File: config.mk
export PLATFORM = sky130hd
export DESIGN_NAME = nibble_serial_adder
export DESIGN_NICKNAME = d
export VERILOG_FILES = /design/src/rtl/nibble_serial_adder_pkg.sv /design/src/rtl/nibble_serial_adder_nibble_add.sv /design/src/rtl/nibble_serial_adder.sv
export SDC_FILE = /design/constraint.sdc
export NUM_CORES = 1
export LEC_CHECK = 0
export CORE_MARGIN = 2
export CORE_UTILIZATION = 45
export CTS_CLUSTER_SIZE = 30
export DETAILED_ROUTE_END_ITERATION = 7
export GPL_ROUTABILITY_DRIVEN = 0
export PLACE_DENSITY_LB_ADDON = 0.2
export SLEW_MARGIN = 5
export SYNTH_ARGS = -nofsm -noshare
export SYNTH_HDL_FRONTEND = slang
export SYNTH_SLANG_ARGS = --single-unit
File: constraint.sdc
create_clock -name Clk -period 2.4 [get_ports Clk]
set_input_delay 0.48 -clock Clk [delete_from_list [all_inputs] [get_ports Clk]]
set_output_delay 0.48 -clock Clk [all_outputs]
set_load 0.005 [all_outputs]
File: src/rtl/nibble_serial_adder_pkg.sv
// Shared definitions for the nibble-serial adder: controller state encoding
// and the slice width processed per clock.
// No ports; imported by nibble_add and nibble_serial_adder.
package lab4_pkg;

  localparam int NIBBLE = 4;

  typedef enum logic [1:0] {
    IDLE = 2'd0,
    ADD  = 2'd1,
    DONE = 2'd2
  } state_t;

endpackage

File: src/rtl/nibble_serial_adder_nibble_add.sv
// Purely combinational 4-bit slice: {c,s} = a + b + cin.
// Ports: a, b (NIBBLE bits), cin -> s (NIBBLE bits), c (carry out).
// Same function as the downstream ripple-carry slice it mirrors.
module nibble_add
  import lab4_pkg::*;
(
  input  logic [NIBBLE-1:0] a,
  input  logic [NIBBLE-1:0] b,
  input  logic              cin,
  output logic [NIBBLE-1:0] s,
  output logic              c
);

  logic [NIBBLE:0] sum;

  assign sum = {1'b0, a} + {1'b0, b} + {{NIBBLE{1'b0}}, cin};
  assign s   = sum[NIBBLE-1:0];
  assign c   = sum[NIBBLE];

endmodule

File: src/rtl/nibble_serial_adder.sv
// Multi-cycle WIDTH-bit adder, one nibble per clock LSB first, carry registered
// between nibbles. Run accepted only when Ready; Done pulses one cycle, NIB edges
// after the accepting edge. S/Cout change only on the ADD->DONE edge.
// Ports: Clk, Reset_n (async, active-low), Run, A, B, Cin -> Ready, Done, S, Cout.
// WIDTH must be a multiple of 4 and at least 8.
// Optional macro NIBBLE_SERIAL_SUB_EN adds input Sub (A-B, Cout=1 means no borrow)
// and output Ovf (signed overflow, registered with S).
module nibble_serial_adder
  import lab4_pkg::*;
#(
  parameter int WIDTH = 16
) (
  input  logic             Clk,
  input  logic             Reset_n,
  input  logic             Run,
  input  logic [WIDTH-1:0] A,
  input  logic [WIDTH-1:0] B,
  input  logic             Cin,
`ifdef NIBBLE_SERIAL_SUB_EN
  input  logic             Sub,
  output logic             Ovf,
`endif
  output logic             Ready,
  output logic             Done,
  output logic [WIDTH-1:0] S,
  output logic             Cout
);

  localparam int NIB = WIDTH / NIBBLE;
  localparam int CW  = $clog2(NIB);
  localparam logic [CW-1:0] LAST = CW'(NIB - 1);

  state_t            state;
  logic [WIDTH-1:0]  a_r;
  logic [WIDTH-1:0]  b_r;
  logic              c_r;
  logic [CW-1:0]     cnt;
  // The lowest nibble of the partial sum is always shifted out on the next step,
  // so only the upper WIDTH-NIBBLE bits need to be held between steps.
  logic [WIDTH-1:NIBBLE] p_r;

  logic [NIBBLE-1:0] nib_s;
  logic              nib_c;
  logic [WIDTH-1:0]  p_next;
  logic [WIDTH-1:0]  b_in;
  logic              c_in;

`ifdef NIBBLE_SERIAL_SUB_EN
  // Operand sign bits are shifted out of a_r/b_r during ADD, so keep copies.
  logic a_msb_r;
  logic b_msb_r;

  assign b_in = Sub ? ~B : B;
  assign c_in = Sub ? 1'b1 : Cin;
`else
  assign b_in = B;
  assign c_in = Cin;
`endif

  nibble_add u_nibble_add (
    .a  (a_r[NIBBLE-1:0]),
    .b  (b_r[NIBBLE-1:0]),
    .cin(c_r),
    .s  (nib_s),
    .c  (nib_c)
  );

  assign p_next = {nib_s, p_r};
  assign Ready  = (state == IDLE);
  assign Done   = (state == DONE);

  always_ff @(posedge Clk or negedge Reset_n) begin
    if (!Reset_n) begin
      state <= IDLE;
      a_r   <= '0;
      b_r   <= '0;
      c_r   <= 1'b0;
      cnt   <= '0;
      p_r   <= '0;
      S     <= '0;
      Cout  <= 1'b0;
`ifdef NIBBLE_SERIAL_SUB_EN
      a_msb_r <= 1'b0;
      b_msb_r <= 1'b0;
      Ovf     <= 1'b0;
`endif
    end else begin
      case (state)
        IDLE: begin
          if (Run) begin
            a_r   <= A;
            b_r   <= b_in;
            c_r   <= c_in;
            cnt   <= '0;
            p_r   <= '0;
            state <= ADD;
`ifdef NIBBLE_SERIAL_SUB_EN
            a_msb_r <= A[WIDTH-1];
            b_msb_r <= b_in[WIDTH-1];
`endif
          end
        end
        ADD: begin
          a_r <= a_r >> NIBBLE;
          b_r <= b_r >> NIBBLE;
          c_r <= nib_c;
          p_r <= p_next[WIDTH-1:NIBBLE];
          if (cnt == LAST) begin
            S     <= p_next;
            Cout  <= nib_c;
            state <= DONE;
`ifdef NIBBLE_SERIAL_SUB_EN
            Ovf <= (a_msb_r == b_msb_r) && (p_next[WIDTH-1] != a_msb_r);
`endif
          end else begin
            cnt <= cnt + 1'b1;
          end
        end
        DONE: begin
          state <= IDLE;
        end
        default: begin
          state <= IDLE;
        end
      endcase
    end
  end

endmodule

=== After elaboration in Yosys (flattened, before gate mapping) ===
Cells that the tools add are included.

* $add $sub $neg: 3
* Reductions and logical operators: 6
* Equal/unequal tests: 6
* Multiplexer cells: 14

{| class="wikitable"
|+ Operator list
! kind !! count
|-
| case mux 16 bit (2 select lines) || 2
|-
| 2-to-1 mux 16 bit || 2
|-
| case mux 12 bit (2 select lines) || 1
|-
| 2-to-1 mux 12 bit || 1
|-
| 2-to-1 mux 2 bit || 4
|-
| case mux 2 bit (2 select lines) || 2
|-
| inequality test 2 bit (second input constant) || 3
|-
| AND reduction 2 bit || 3
|-
| adder 4 x 4 -> 5 bit || 1
|-
| adder 5 x 1 -> 5 bit || 1
|-
| equality test 2 bit (second input constant) || 2
|-
| AND reduction 3 bit || 1
|-
| adder 2 x 1 -> 2 bit (second input constant) || 1
|-
| equality test 2 x 1 -> 1 bit (second input constant) || 1
|-
| logical NOT 2 bit || 1
|-
| case mux 1 bit (2 select lines) || 1
|-
| nonzero test 2 bit || 1
|-
| 2-to-1 mux 1 bit || 1
|}

* Bits of input ports: 36
* Output and inout port bits: 19
* Logic and storage cells: 37
* Register bits: 66

=== Depth between registers and ports, before layout ===
* Depth after elaboration: 3
* Mapped depth: 6
* Mapped depth without buffers: 5

=== Hierarchy ===
A second synthesis with hierarchy kept.

* Cell total of the unflattened synthesis: 257
* Area, all modules: 3140.5 sq um

{| class="wikitable"
|+ Modules (own cells, without submodules)
! module !! seq. area each (sq um) !! area each (sq um) !! times used !! cells an instance
|-
| nibble_serial_adder || 1651.6 || 2996.6 || 1 || 241
|-
| nibble_add || 0.0 || 143.9 || 1 || 16
|}

=== Worst setup path after synthesis ===
OpenSTA, ideal clock, no wires.

* Kind: flip-flop to flip-flop
* From: register a_r[0]
* To: register c_r
* Setup time: 0.126 ns
* Period minus slack after synthesis: 2.013 ns
* Data required time: 2.274 ns
* Arrival: 1.887 ns
* Slack: 0.387 ns
* Stages on the path, launching flop included: 6
* Cell sequence: dfrtp_1 > fa_1 > fa_1 > a21o_1 > a21o_1 > a221o_1

* Word-level cells in the longest chain between the ends: 3

{| class="wikitable"
|+ RTL lines
! what !! line !! RTL
|-
| start, declared || nibble_serial_adder.sv:34 || <nowiki>logic [WIDTH-1:0] a_r;</nowiki>
|-
| start signal, assigned || nibble_serial_adder.sv:104 || <nowiki>a_r <= a_r >> NIBBLE;</nowiki>
|-
| adder 4 x 4 -> 5 bit || nibble_serial_adder_nibble_add.sv:16 || <nowiki>assign sum = {1'b0, a} + {1'b0, b} + {{NIBBLE{1'b0}}, cin};</nowiki>
|-
| adder 5 x 1 -> 5 bit || nibble_serial_adder_nibble_add.sv:16 ||
|-
| case mux 1 bit (2 select lines) || nibble_serial_adder.sv:88 || <nowiki>case (state)</nowiki>
|-
| end signal, assigned || nibble_serial_adder.sv:93 || <nowiki>c_r <= c_in;</nowiki>
|-
| end signal, assigned || nibble_serial_adder.sv:106 || <nowiki>c_r <= nib_c;</nowiki>
|-
| end, declared || nibble_serial_adder.sv:36 || <nowiki>logic c_r;</nowiki>
|}

Every way passes these cells.
A chain may end at the register's enable or synchronous reset.

=== Worst setup path in the final report ===
* From: register state[1]
* To: output port Ready

* Word-level cells in the longest chain between the ends: 1

{| class="wikitable"
|+ RTL lines
! what !! line !! RTL
|-
| start, declared || nibble_serial_adder.sv:33 || <nowiki>state_t state;</nowiki>
|-
| start signal, assigned || nibble_serial_adder.sv:74 || <nowiki>state <= IDLE;</nowiki>
|-
| start signal, assigned || nibble_serial_adder.sv:96 || <nowiki>state <= ADD;</nowiki>
|-
| start signal, assigned || nibble_serial_adder.sv:111 || <nowiki>state <= DONE;</nowiki>
|-
| logical NOT 2 bit || nibble_serial_adder.sv:69 || <nowiki>assign Ready = (state == IDLE);</nowiki>
|-
| end, declared || nibble_serial_adder.sv:23 || <nowiki>output logic Ready,</nowiki>
|}

Every way passes these cells.

==> impl_results.md <==
- Outcome: complete, no violations
- Top Ports: 55
- DPL Wire Length: 4120 um
- Htree depth: 3
- Via count of the first global-routing pass: 2179
- Smallest hold slack: 0.136 ns
- Crit end category: output pin
- Initial antenna violation count: 0
- Critical path depth in cells: 3
- Number of buffers added by the clock tree synthesis step: 9
- Number of nets at the end of the flow: 341
- Number of synthesized flops with an enable pin: 0
- Number of instances in the synthesized netlist: 242
- Height of the chip: 84.1 um
- Required @ worst endpoint: 1.92 ns
- Vias/cell: 5.45
- Worst reg2reg endpoint: c_r
- Post-CTS Repair Setup Buffers: 0
- Arrival time at the worst endpoint: 1.60 ns
- Clock transition at the registers of the reported paths: 0.07 ns
- Total of fill cells in the finished design: 542
- Total power density per cell area: 1210 nW/um2
- DRC Markers: 0
- Critical Path Max Stage Delay: 0.51 ns
- Aggregate routed wire length: 6170 um
- Post-route clock period utilization: 86.5%
- Buffer levels on the longest clock path: 2
- Critical path fanouts, max: 9
- Maximum clock frequency: 482 MHz
- Setup violation total in the final timing report: 0
- Global Route Usage Sum: 19.5%
- Shortest period the worst path allows: 2.08 ns
- Die outline area: 7070 um2
- Reg-to-Reg Start: a_r[0]
- Post-detailed-placement cell area: 3520 um2
- Slew at the pin closest to its max-slew limit: 0.744 ns
- # hold bufs at CTS: 0
- Max Clock Skew: 0.00744 ns
- Slew Limit Headroom: 50.3%
- Setup slack, reg-to-reg: 0.33 ns
- Library cells used by synthesis: 29
- Count of TritonRoute iterations in the first routing pass: 4
- Setup total negative slack: 0 ns
- FF+latch count, synth: 66
- Post-route cell area: 3710 um2
- Final hold viol count: 0
- Number of I/O port buffers: 54
- Combined area of all synthesized cells: 2880 um2
- Register area: 1650 um2
- # clock sinks: 66
- First-pass GRT wire length: 10700 um
- Worst Path Class, Setup: flop to output pin
- Slowest stage cell on the critical path: clkdlybuf4s50_1
- Pin count of the biggest net entering global routing: 67
- Place WS: 0.311 ns
- Clock latency at the later pin of the worst-skew pair: 0.34 ns
- CTS tree: built
- CP top delay family: buffers and inverters
- Worst-path cell chain: buf_4 > nor2_1 > clkdlybuf4s50_1
- Nets in the synthesized netlist: 284
- Post-cts sizing count: 0
- Highest ir drop seen on vdd: 595 uV
- Max-Cap Viols: 0
- Cell row count: 29
- Mean post-synth cell area: 11.9 um2
- PnR worst setup slack: 0.324 ns
- Number of warning messages in the yosys log: 0
- Detailed-route via count: 2076
- CP bufs+invs: 2
- Antenna diode count: 0
- Cell depth of the worst flop-to-flop path: 5
- Path category of the worst min-delay check: primary input to asynchronous set/reset pin
- Aggregate global routing overflow: 0
- Origin of the worst setup path: state[1]
- Number of nets with antenna violations after detailed routing: 0
- Post-synthesis sequential area ratio: 57.3%
- Core ar.: 6280 um2
- Proportion of layout cells with a drive suffix above 1: 14.1%
- Area occupied by multi-input gates: 1120 um2
- Power consumption: 0.00447 W
- Kind of start point of the critical path: flop
- Routed WL per cell: 16.2 um
- RSZ-0062 raised after global routing: false
- Starting density of the core: 45.9%
- Most used flip-flop cell after synthesis: dfrtp_1
- Leakage: 1.67 nW
- First-iteration detailed-routing DRC count: 141
- Growth of design area from synthesis to finish: 28.7%
- Die width: 84.1 um
- Max-slew violations: 0
- Root Driver: clkbuf_8
- Asr flop ratio synth: 100%
## state kept, by name, indices dropped and copies added, names as in the netlist
signal	cells
cnt	2
p_r	12
state	2
b_r	16
c_r	1
Cout	1
a_r	16
S	16
## routing by layer
| layer | GRT usage, % | part of all wire, % | wire length, um | up-vias |
|---|---|---|---|---|
| li1 | - | - | - | 993 |
| met1 | 26.5 | 46 | 2860 | 1019 |
| met2 | 29.5 | 47 | 2910 | 55 |
| met3 | 4.15 | 4.5 | 277 | 9 |
| met4 | 9.68 | 1.9 | 119 | 0 |
| met5 | 0 | 0 | 0 | - |
## logic make-up after synthesis
| family | Yosys count | share of synthesized area [%] |
|---|---|---|
| AO/OA/AOI/OAI | 89 | 21.0 |
| flip-flops | 66 | 57.3 |
| AND/OR/NAND/NOR | 42 | 7.24 |
| buffers and inverters | 22 | 4.08 |
| multiplexers | 16 | 7.03 |
| adder cells (fa/ha/maj) | 6 | 3.12 |
| XOR/XNOR | 1 | 0.304 |
## worst max path at each step
stage | to | slack (ns)
2_1_floorplan | c_r | 0.39
3_3_place_gp | c_r | 0.36
3_5_place_dp | c_r | 0.31
4_1_cts | Ready | 0.30
5_1_grt | c_r | 0.22
6_report | Ready | 0.32
## per-stage QoR
stage	std cells	util [%]
floorplan	242	-
global placement	365	56.1
detailed placement	365	56.1
CTS	381	59.1
global route	381	59.1
finish	381	59.1
## where the power goes
part | internal (W) | switching, W
clock network | 0.000477 | 0.000423
logic | 0.000943 | 0.000763
registers | 0.00155 | 0.000318
total | 0.00297 | 0.00150
## synthesized netlist by cell type (all sizes together) (2+ instances only)
master | instances | share of area (%)
a21o | 2 | 0.52
a21oi | 11 | 1.9
a22o | 21 | 6.4
a22oi | 24 | 6.2
buf | 13 | 2.9
clkbuf | 7 | 0.91
dfrtp | 66 | 57
fa | 2 | 1.4
ha | 4 | 1.7
inv | 2 | 0.26
mux2 | 16 | 7.0
nand2 | 20 | 2.6
nand2b | 2 | 0.43
nand3b | 2 | 0.52
nor2 | 3 | 0.39
nor2b | 13 | 2.8
o21ai | 26 | 4.5
o31ai | 2 | 0.52
## cell usage in the layout (no fill, tap or decap), drive strengths merged, types with 2 or more instances in the layout
master / count
a21o: 2
o31ai: 2
clkinvlp: 2
nand2: 20
nand3b: 2
o21ai: 26
clkdlybuf4s50: 53
nor2b: 13
dfrtp: 66
a22o: 21
nand2b: 2
inv: 2
a21oi: 11
fa: 2
mux2: 16
nor2: 3
ha: 4
buf: 13
a22oi: 24
clkbuf: 11
clkinv: 2
## layout make-up
type | count | share of cell area [%]
clock buffer | 11 | 3.54
clock inverter | 5 | 1.48
inverter | 2 | 0.202
multi-input combinational | 154 | 30.1
sequential | 66 | 44.5
tap | 77 | 2.60
timing repair buffer | 66 | 17.5
## worst reg2reg max path, delay by kind of cell (launching register included)
kind	cells	cell delay, ns
adders and majority gates	2	0.87
AOI/OAI and AO/OA	3	0.68
DFF	1	0.41
(Power assumes the default switching activity.)
